--- config.mk ---
export PLATFORM = sky130hd
export DESIGN_NAME = clk_div_gen
export DESIGN_NICKNAME = d
export VERILOG_FILES = /design/src/rtl/clk_div_gen.sv
export SDC_FILE = /design/constraint.sdc
export NUM_CORES = 1
export LEC_CHECK = 0
export ABC_AREA = 1
export CAP_MARGIN = 40
export CORE_AREA = 4 4 198 104
export DETAILED_ROUTE_END_ITERATION = 8
export DIE_AREA = 0 0 202 108
export GPL_TIMING_DRIVEN = 0
export PLACE_DENSITY = 0.43
export SYNTH_ARGS = -nofsm -noshare
export SYNTH_HDL_FRONTEND = slang
export SYNTH_SLANG_ARGS = --single-unit
--- constraint.sdc ---
create_clock -name clk -period 3.9 [get_ports clk]
set_input_delay 0.78 -clock clk [delete_from_list [all_inputs] [get_ports clk]]
set_output_delay 0.78 -clock clk [all_outputs]
set_load 0.05 [all_outputs]
--- src/rtl/clk_div_gen.sv ---
// Programmable clock divider: registered divided clock plus period-start tick,
// with a one-deep pending configuration that takes effect at the period wrap.
module clk_div_gen #(
    parameter int CNT_W    = 16,
    parameter int DIV_RST  = 100,
    parameter int HIGH_RST = 50
) (
    input  logic             clk,
    input  logic             rst,
    input  logic             en,
    input  logic             cfg_valid,
    input  logic [CNT_W-1:0] cfg_div,
    input  logic [CNT_W-1:0] cfg_high,
    output logic             cfg_ready,
    output logic             cfg_err,
    output logic             clk_out,
    output logic             tick
);

    typedef enum logic [1:0] {
        IDLE     = 2'd0,
        RUN      = 2'd1,
        RUN_PEND = 2'd2
    } state_t;

    localparam logic [CNT_W-1:0] DIV_RST_V  = CNT_W'(DIV_RST);
    localparam logic [CNT_W-1:0] HIGH_RST_V = CNT_W'(HIGH_RST);
    localparam logic [CNT_W-1:0] ONE        = CNT_W'(1);
    localparam logic [CNT_W-1:0] TWO        = CNT_W'(2);

    state_t           state_q, state_d;
    logic [CNT_W-1:0] cnt_q, cnt_d;
    logic [CNT_W-1:0] div_cur_q, div_cur_d;
    logic [CNT_W-1:0] high_cur_q, high_cur_d;
    logic [CNT_W-1:0] div_pend_q, div_pend_d;
    logic [CNT_W-1:0] high_pend_q, high_pend_d;
    logic             pend_q, pend_d;
    logic             clk_out_q, clk_out_d;
    logic             tick_q, tick_d;
    logic             cfg_err_q, cfg_err_d;

    logic             hs;
    logic             cfg_bad;
    logic             cfg_good;

    assign cfg_ready = ~pend_q & ~rst;
    assign hs        = cfg_valid & cfg_ready;
    assign cfg_bad   = (cfg_div < TWO);
    assign cfg_good  = hs & ~cfg_bad;

    assign clk_out = clk_out_q;
    assign tick    = tick_q;
    assign cfg_err = cfg_err_q;

    always_comb begin
        state_d     = state_q;
        cnt_d       = cnt_q;
        div_cur_d   = div_cur_q;
        high_cur_d  = high_cur_q;
        div_pend_d  = div_pend_q;
        high_pend_d = high_pend_q;
        pend_d      = pend_q;
        clk_out_d   = 1'b0;
        tick_d      = 1'b0;
        cfg_err_d   = hs & cfg_bad;

        if (!en) begin
            // Dropping enable abandons the period; any pending set becomes active now.
            cnt_d   = '0;
            state_d = IDLE;
            if (pend_q) begin
                div_cur_d  = div_pend_q;
                high_cur_d = high_pend_q;
                pend_d     = 1'b0;
            end
            if (cfg_good) begin
                div_cur_d  = cfg_div;
                high_cur_d = cfg_high;
            end
        end else if (state_q == IDLE) begin
            cnt_d   = '0;
            state_d = RUN;
            if (cfg_good) begin
                div_cur_d  = cfg_div;
                high_cur_d = cfg_high;
            end
        end else begin
            clk_out_d = (cnt_q < high_cur_q);
            tick_d    = (cnt_q == '0);
            if (cnt_q >= div_cur_q - ONE) begin
                cnt_d = '0;
                if (pend_q) begin
                    div_cur_d  = div_pend_q;
                    high_cur_d = high_pend_q;
                    pend_d     = 1'b0;
                end
            end else begin
                cnt_d = cnt_q + ONE;
            end
            // Handshake only fires with pend_q low, so it never collides with the transfer above.
            if (cfg_good) begin
                div_pend_d  = cfg_div;
                high_pend_d = cfg_high;
                pend_d      = 1'b1;
            end
            state_d = pend_d ? RUN_PEND : RUN;
        end
    end

    always_ff @(posedge clk) begin
        if (rst) begin
            state_q     <= IDLE;
            cnt_q       <= '0;
            div_cur_q   <= DIV_RST_V;
            high_cur_q  <= HIGH_RST_V;
            div_pend_q  <= '0;
            high_pend_q <= '0;
            pend_q      <= 1'b0;
            clk_out_q   <= 1'b0;
            tick_q      <= 1'b0;
            cfg_err_q   <= 1'b0;
        end else begin
            state_q     <= state_d;
            cnt_q       <= cnt_d;
            div_cur_q   <= div_cur_d;
            high_cur_q  <= high_cur_d;
            div_pend_q  <= div_pend_d;
            high_pend_q <= high_pend_d;
            pend_q      <= pend_d;
            clk_out_q   <= clk_out_d;
            tick_q      <= tick_d;
            cfg_err_q   <= cfg_err_d;
        end
    end

endmodule

## Word level (Yosys, flattened, before mapping)

Index checks and enable logic that the tools add are counted.

- Output and inout bits: 4
- Flip-flop bits (word level): 86
- Logic and storage cells: 52

- Mux-type cells: 18
- Reduce and logical (&&, ||, !) cells: 7
- Bitwise logic cells: 9
- $add $sub $neg: 2
- Eq/ne operators: 2
- Order comparisons: 3

Operator list:

| kind | number |
|---|---|
| 16-bit 2-to-1 mux | 12 |
| 16-bit by 1-bit adder with 16-bit output (second input constant) | 1 |
| 16-bit >= comparator | 1 |
| 16-bit zero test | 1 |
| 16-bit < comparator | 1 |
| 16-bit by 2-bit < comparator with 1-bit output (second input constant) | 1 |
| 16-bit by 1-bit subtractor with 16-bit output (second input constant) | 1 |
| 1-bit 2-to-1 mux | 5 |
| 1-bit inverter | 5 |
| 1-bit bitwise AND | 4 |
| 4-bit OR reduction | 1 |
| 3-bit by 1-bit inequality test with 1-bit output (second input constant) | 1 |
| 3-bit inequality test (second input constant) | 1 |
| 3-bit AND reduction | 1 |
| 3-bit OR reduction | 1 |
| 2-bit zero test | 1 |
| 2-bit 2-to-1 mux | 1 |
| 2-bit AND reduction | 1 |
| 2-bit OR reduction | 1 |

## Longest topological paths before layout

- Depth after elaboration: 9
- Mapped depth: 19

## Least setup slack after synthesis

No wires, ideal clock.

- Path type: register to register
- From: reg div_cur_q[0]
- To: reg div_cur_q[5]
- Data required time: 3.766 ns
- Slack: 1.185 ns
- Arrival: 2.581 ns
- Stages on the path, launching flop included: 20
- Clock period less this slack: 2.715 ns
- Cell sequence: dfxtp_1 inv_1 ha_1 nand2_1 nor3_2 nand2_1 nor2_1 nand2_1 nor2_1 xor2_1 inv_1 ha_1 nand2_1 nor4_1 nand2_1 nand3_2 buf_6 nand2_1 nand2_1 nand3_1

- Word-level cells in the longest chain between the ends: 4

Ends and longest elaborated chain:

| item | RTL line | source |
|---|---|---|
| from (decl) | 33 | `logic [CNT_W-1:0] div_cur_q, div_cur_d;` |
| from (signal assigned) | 125 | `div_cur_q <= div_cur_d;` |
| 16-bit by 1-bit subtractor with 16-bit output | 90 | `if (cnt_q >= div_cur_q - ONE) begin` |
| 16-bit >= comparator | 90 |  |
| 3-bit by 1-bit inequality test with 1-bit output (no line) | n/a |  |
| 2-bit AND reduction (no line) | n/a |  |

Every way passes these cells.
A chain may end at the register's enable or synchronous reset.

## Final worst setup path

- From: reg div_cur_q[0]
- To: reg high_cur_q[1]

- Word-level cells in the longest chain between the ends: 4

Ends and longest elaborated chain:

| item | RTL line | source |
|---|---|---|
| 16-bit by 1-bit subtractor with 16-bit output | 90 |  |
| 16-bit >= comparator | 90 |  |
| 3-bit by 1-bit inequality test with 1-bit output (no line) | n/a |  |
| 2-bit AND reduction (no line) | n/a |  |
| to (signal assigned) | 126 | `high_cur_q <= high_cur_d;` |
| to (decl) | 34 | `logic [CNT_W-1:0] high_cur_q, high_cur_d;` |

Every way passes these cells.

==> impl_results.html <==
<table>
<tr><th>Metric</th><th>Value</th></tr>
<tr><th colspan="2">Yosys</th></tr>
<tr><td>Cell area after technology mapping</td><td>5530 um^2</td></tr>
<tr><td>Number of nets in the synthesized netlist</td><td>907</td></tr>
<tr><td>Syn Inst Count</td><td>837</td></tr>
<tr><td>Synthesized area divided by synthesized cell count</td><td>6.61 um^2</td></tr>
<tr><td>Top FF cell, synth</td><td>sky130_fd_sc_hd__dfxtp_1</td></tr>
<tr><td>Flip-flop and latch count after synthesis</td><td>86</td></tr>
<tr><td>Sequential area share after synthesis</td><td>31.1%</td></tr>
<tr><td>Count of unique library cells instantiated by Yosys</td><td>35</td></tr>
<tr><td>YS warnings</td><td>0</td></tr>
<tr><td>Share of synthesized flip-flops with an asynchronous set or reset</td><td>0%</td></tr>
<tr><td>EDFF count, synth</td><td>0</td></tr>
<tr><th colspan="2">Layout</th></tr>
<tr><td>Layout cell share with drive strength beyond 1</td><td>7.42%</td></tr>
<tr><td>Number of nets in the finished design</td><td>956</td></tr>
<tr><td>Total inserted antenna cells</td><td>0</td></tr>
<tr><td>Highest-count cells in the layout ignoring fill and taps</td><td>194 x sky130_fd_sc_hd__nand2_1, 111 x sky130_fd_sc_hd__inv_1, 86 x sky130_fd_sc_hd__dfxtp_1, 80 x sky130_fd_sc_hd__o21ai_0, 71 x sky130_fd_sc_hd__nor2_1</td></tr>
<tr><td>Most common library cell in the layout ignoring fill and taps</td><td>sky130_fd_sc_hd__nand2_1</td></tr>
<tr><td>P&amp;R area growth vs syn</td><td>17.5%</td></tr>
<tr><th colspan="2">Route</th></tr>
<tr><td>Initial drt markers</td><td>502</td></tr>
<tr><td>Detailed-route via count</td><td>5365</td></tr>
<tr><td>Per-cell via count in the routed design</td><td>4.65</td></tr>
<tr><td>Total wire length</td><td>18500 um</td></tr>
<tr><td>Mean routed wirelength per cell</td><td>16.0 um</td></tr>
<tr><td>DR pass1 iterations</td><td>5</td></tr>
<tr><td>Drc violations</td><td>0</td></tr>
<tr><td>Number of nets still failing antenna checks after routing</td><td>0</td></tr>
<tr><th colspan="2">GRT</th></tr>
<tr><td>Pin count of the biggest net entering global routing</td><td>13</td></tr>
<tr><td>Global-route total usage across every layer</td><td>17.4%</td></tr>
<tr><td>Number of global-route vias before repair</td><td>5115</td></tr>
<tr><td>Initial antenna violation count</td><td>0</td></tr>
<tr><td>Remaining global-route overflow</td><td>0</td></tr>
<tr><td>Wire length of the first global-routing pass</td><td>29200 um</td></tr>
<tr><th colspan="2">Min path</th></tr>
<tr><td>Start point of the worst min-delay path</td><td>div_pend_q[2]</td></tr>
<tr><td>Path type of the worst min-delay path</td><td>register to register</td></tr>
<tr><td>Endpoint of the worst hold-timing path</td><td>div_pend_q[2]</td></tr>
<tr><td>WHS Path Cells</td><td>2</td></tr>
<tr><th colspan="2">Clock network</th></tr>
<tr><td>Buffers inserted during post-CTS setup optimization</td><td>0</td></tr>
<tr><td>Clock-pin slew on the worst setup and hold paths</td><td>0.06 ns</td></tr>
<tr><td>CTS tree</td><td>done</td></tr>
<tr><td>TritonCTS Sinks</td><td>86</td></tr>
<tr><td>Number of H-tree branching levels</td><td>3</td></tr>
<tr><td>TritonCTS buffer count</td><td>9</td></tr>
<tr><td>Hold-fix buffers, CTS</td><td>0</td></tr>
<tr><td>Clock network latency to the later pin of the worst-skew pair</td><td>0.35 ns</td></tr>
<tr><td>Clock root cell</td><td>sky130_fd_sc_hd__clkbuf_16</td></tr>
<tr><td>Clk buf depth</td><td>2</td></tr>
<tr><td>Count of instances resized after the clock tree is built</td><td>0</td></tr>
<tr><th colspan="2">Die</th></tr>
<tr><td>Die height</td><td>108 um</td></tr>
<tr><td>Initial standard-cell utilization of the core</td><td>29.2%</td></tr>
<tr><td>Die area</td><td>21800 um^2</td></tr>
<tr><td>Horizontal die dimension</td><td>202 um</td></tr>
<tr><td>Cell Rows</td><td>36</td></tr>
<tr><td>Area inside the core boundary</td><td>19000 um^2</td></tr>
<tr><td>I/O pins</td><td>40</td></tr>
<tr><th colspan="2">Timing</th></tr>
<tr><td>Setup repair after global routing missed its margin</td><td>false</td></tr>
<tr><td>Final worst setup slack</td><td>0.528 ns</td></tr>
<tr><td>Time the final worst path needs with I/O delays and setup</td><td>3.37 ns</td></tr>
<tr><td>Worst-case clock skew</td><td>0.00820 ns</td></tr>
<tr><td>Setup TNS</td><td>0 ns</td></tr>
<tr><td>Max-slew headroom</td><td>50.0%</td></tr>
<tr><td>Fin Hold WS</td><td>0.450 ns</td></tr>
<tr><td>Share of the clock period used by the worst path</td><td>86.5%</td></tr>
<tr><td>Final Hold Viols</td><td>0</td></tr>
<tr><td>Max Transition Viols Final</td><td>0</td></tr>
<tr><td>Peak Freq</td><td>0.297 GHz</td></tr>
<tr><td>Slew of the pin with the lowest slew margin</td><td>0.750 ns</td></tr>
<tr><td>Setup-violating endpoint count in the final report</td><td>0</td></tr>
<tr><th colspan="2">Critical path</th></tr>
<tr><td>Launch point of the worst reg-to-reg path</td><td>div_cur_q[0]</td></tr>
<tr><td>Required @ worst endpoint</td><td>4.11 ns</td></tr>
<tr><td>Endpoint arrival time on the critical path</td><td>3.58 ns</td></tr>
<tr><td>Critical path type</td><td>register to register</td></tr>
<tr><td>Type of origin of the critical path</td><td>register</td></tr>
<tr><td>Delay of the slowest cell on the worst path</td><td>0.35 ns</td></tr>
<tr><td>Setup crit start</td><td>div_cur_q[0]</td></tr>
<tr><td>RR Endpoint</td><td>high_cur_q[1]</td></tr>
<tr><td>Most prevalent standard cell on the critical path</td><td>sky130_fd_sc_hd__nand2_1</td></tr>
<tr><td>Worst Path Max Fanout</td><td>10</td></tr>
<tr><td>Critical path, cell by cell</td><td>inv_1 -&gt; ha_1 -&gt; nand2_1 -&gt; nor3_2 -&gt; nand2_1 -&gt; nor2_1 -&gt; nand2_1 -&gt; nor2_1 -&gt; xor2_1 -&gt; inv_1 -&gt; ha_1 -&gt; nand2_1 -&gt; nor4_1 -&gt; nand2_1 -&gt; nand3_2 -&gt; buf_6 -&gt; nand2_1 -&gt; nand2_1 -&gt; nand3_1</td></tr>
<tr><td>Slowest-stage cell, CP</td><td>sky130_fd_sc_hd__dfxtp_1</td></tr>
<tr><td>Setup slack of the most critical reg-to-reg path</td><td>0.53 ns</td></tr>
<tr><td>Number of buffer and inverter instances along the worst setup path</td><td>3</td></tr>
<tr><td>Cell depth of the worst flop-to-flop path</td><td>19</td></tr>
<tr><td>Cell family with the largest share of critical-path delay</td><td>simple AND/OR/NAND/NOR gates</td></tr>
<tr><td>Worst Setup End Kind</td><td>register</td></tr>
<tr><th colspan="2">Flow run</th></tr>
<tr><td>Reported max-cap violation count</td><td>0</td></tr>
<tr><th colspan="2">Power and ir drop</th></tr>
<tr><td>Worst vdd ir</td><td>0.206 mV</td></tr>
<tr><td>Clock power share</td><td>35.6%</td></tr>
<tr><td>Sequential power share</td><td>43.4%</td></tr>
<tr><td>Combinational fraction of design power</td><td>21.0%</td></tr>
<tr><td>Internal power contribution</td><td>1560 uW</td></tr>
<tr><td>Cell area power density</td><td>349 nW/um^2</td></tr>
<tr><td>Leak Pwr</td><td>0.00287 uW</td></tr>
<tr><td>Reported net switching power</td><td>713 uW</td></tr>
<tr><td>Sw frac</td><td>31.4%</td></tr>
<tr><th colspan="2">Placed design</th></tr>
<tr><td>Placer congestion estimate</td><td>0.792</td></tr>
<tr><td>Post-place setup slack</td><td>0.540 ns</td></tr>
<tr><td>Port Buffer Count</td><td>38</td></tr>
<tr><td>Estimated wirelength of the detail-placed design</td><td>14900 um</td></tr>
<tr><th colspan="2">Run status</th></tr>
<tr><td>Run status</td><td>completed</td></tr>
</table>
[synth_stat cells, types with 3 or more instances]
master	n	area, um^2
sky130_fd_sc_hd__inv_1	111	417
sky130_fd_sc_hd__nand2_1	194	728
sky130_fd_sc_hd__nor2_1	71	267
sky130_fd_sc_hd__nor3_2	4	40.0
sky130_fd_sc_hd__xnor2_1	11	96.3
sky130_fd_sc_hd__nor3_1	4	20.0
sky130_fd_sc_hd__buf_2	17	85.1
sky130_fd_sc_hd__a21oi_1	66	330
sky130_fd_sc_hd__nand3_2	3	30.0
sky130_fd_sc_hd__nor4_1	6	37.5
sky130_fd_sc_hd__buf_6	6	67.6
sky130_fd_sc_hd__nand4_1	11	68.8
sky130_fd_sc_hd__xor2_1	12	105
sky130_fd_sc_hd__clkbuf_1	18	67.6
sky130_fd_sc_hd__nand2_4	3	33.8
sky130_fd_sc_hd__ha_1	34	425
sky130_fd_sc_hd__o21ai_0	80	400
sky130_fd_sc_hd__dfxtp_1	86	1720
sky130_fd_sc_hd__a21oi_2	11	96.3
sky130_fd_sc_hd__nand3_1	69	345
[final cells by class]
class / count / area [um^2]
fillers: 2110 / 12500
multi-input cells: 595 / 3150
flip-flops and latches: 86 / 1720
inverters: 114 / 430
repair buffers: 38 / 380
well taps: 266 / 333
clock buffers: 12 / 246
plain buffers: 42 / 228
clock inverters: 2 / 10.0
[worst register-to-register path: cells and delay by family, from the launching register on]
family / cells / cell delay (ns)
and+or+nand+nor: 13 / 1.86
adders and majority gates: 2 / 0.46
buffers and inverters: 3 / 0.39
xor gates and xnor gates: 1 / 0.17
DFF: 1 / 0.35
[routing by layer]
layer | share of wire [%] | vias to the layer above | wire length (um) | global-route usage, %
met3 | 5.4 | 8 | 998 | 3.51
met2 | 36 | 107 | 6600 | 22.2
met4 | 0.51 | 0 | 95 | 2.78
li1 | - | 2799 | - | -
met5 | 0 | - | 0 | 0
met1 | 58 | 2451 | 10800 | 29.0
[cell families (layout without fill, tap and decap cells)]
family,after synthesis,in the layout,synth area share [%]
flip-flops,86,86,31.1
AO/OA/AOI/OAI,164,164,15.9
XOR/XNOR,23,23,3.64
adder cells (fa/ha/maj),34,34,7.69
buffers and inverters,156,208,11.9
AND/OR/NAND/NOR,374,374,29.7
[worst max-delay path by stage]
stage               endpoint  slack [ns]  cells after the start
2_1_floorplan   div_cur_q[5]        1.18                     19
3_3_place_gp       cnt_q[11]        0.54                     17
3_5_place_dp    div_cur_q[5]        0.54                     19
4_1_cts         div_cur_q[5]        0.51                     19
5_1_grt        high_cur_q[1]        0.17                     19
6_report       high_cur_q[1]        0.53                     19
[stage by stage]
step	cell area [um^2]	utilization (%)	power, uW	instances
floorplan	5530	-	1310	837
global placement	6240	32.9	1480	1141
detailed placement	6240	32.9	1480	1141
CTS	6500	34.3	2310	1155
global route	6500	34.3	2420	1155
finish	6500	34.3	2270	1155
[registers in the layout (all words and copies together), names as in the netlist, 2 cells and up]
| register | flops |
|---|---|
| cnt_q | 16 |
| div_cur_q | 16 |
| div_pend_q | 16 |
| high_cur_q | 16 |
| high_pend_q | 16 |
| state_q | 2 |
[power by group through the flow]
stage / clock network (uW) / logic [uW] / registers [uW]
floorplan: 0 / 330 / 984
global placement: 0 / 474 / 1010
detailed placement: 0 / 472 / 1010
CTS: 848 / 476 / 985
global route: 877 / 547 / 991
finish: 808 / 478 / 985
(Power assumes the default switching activity.)
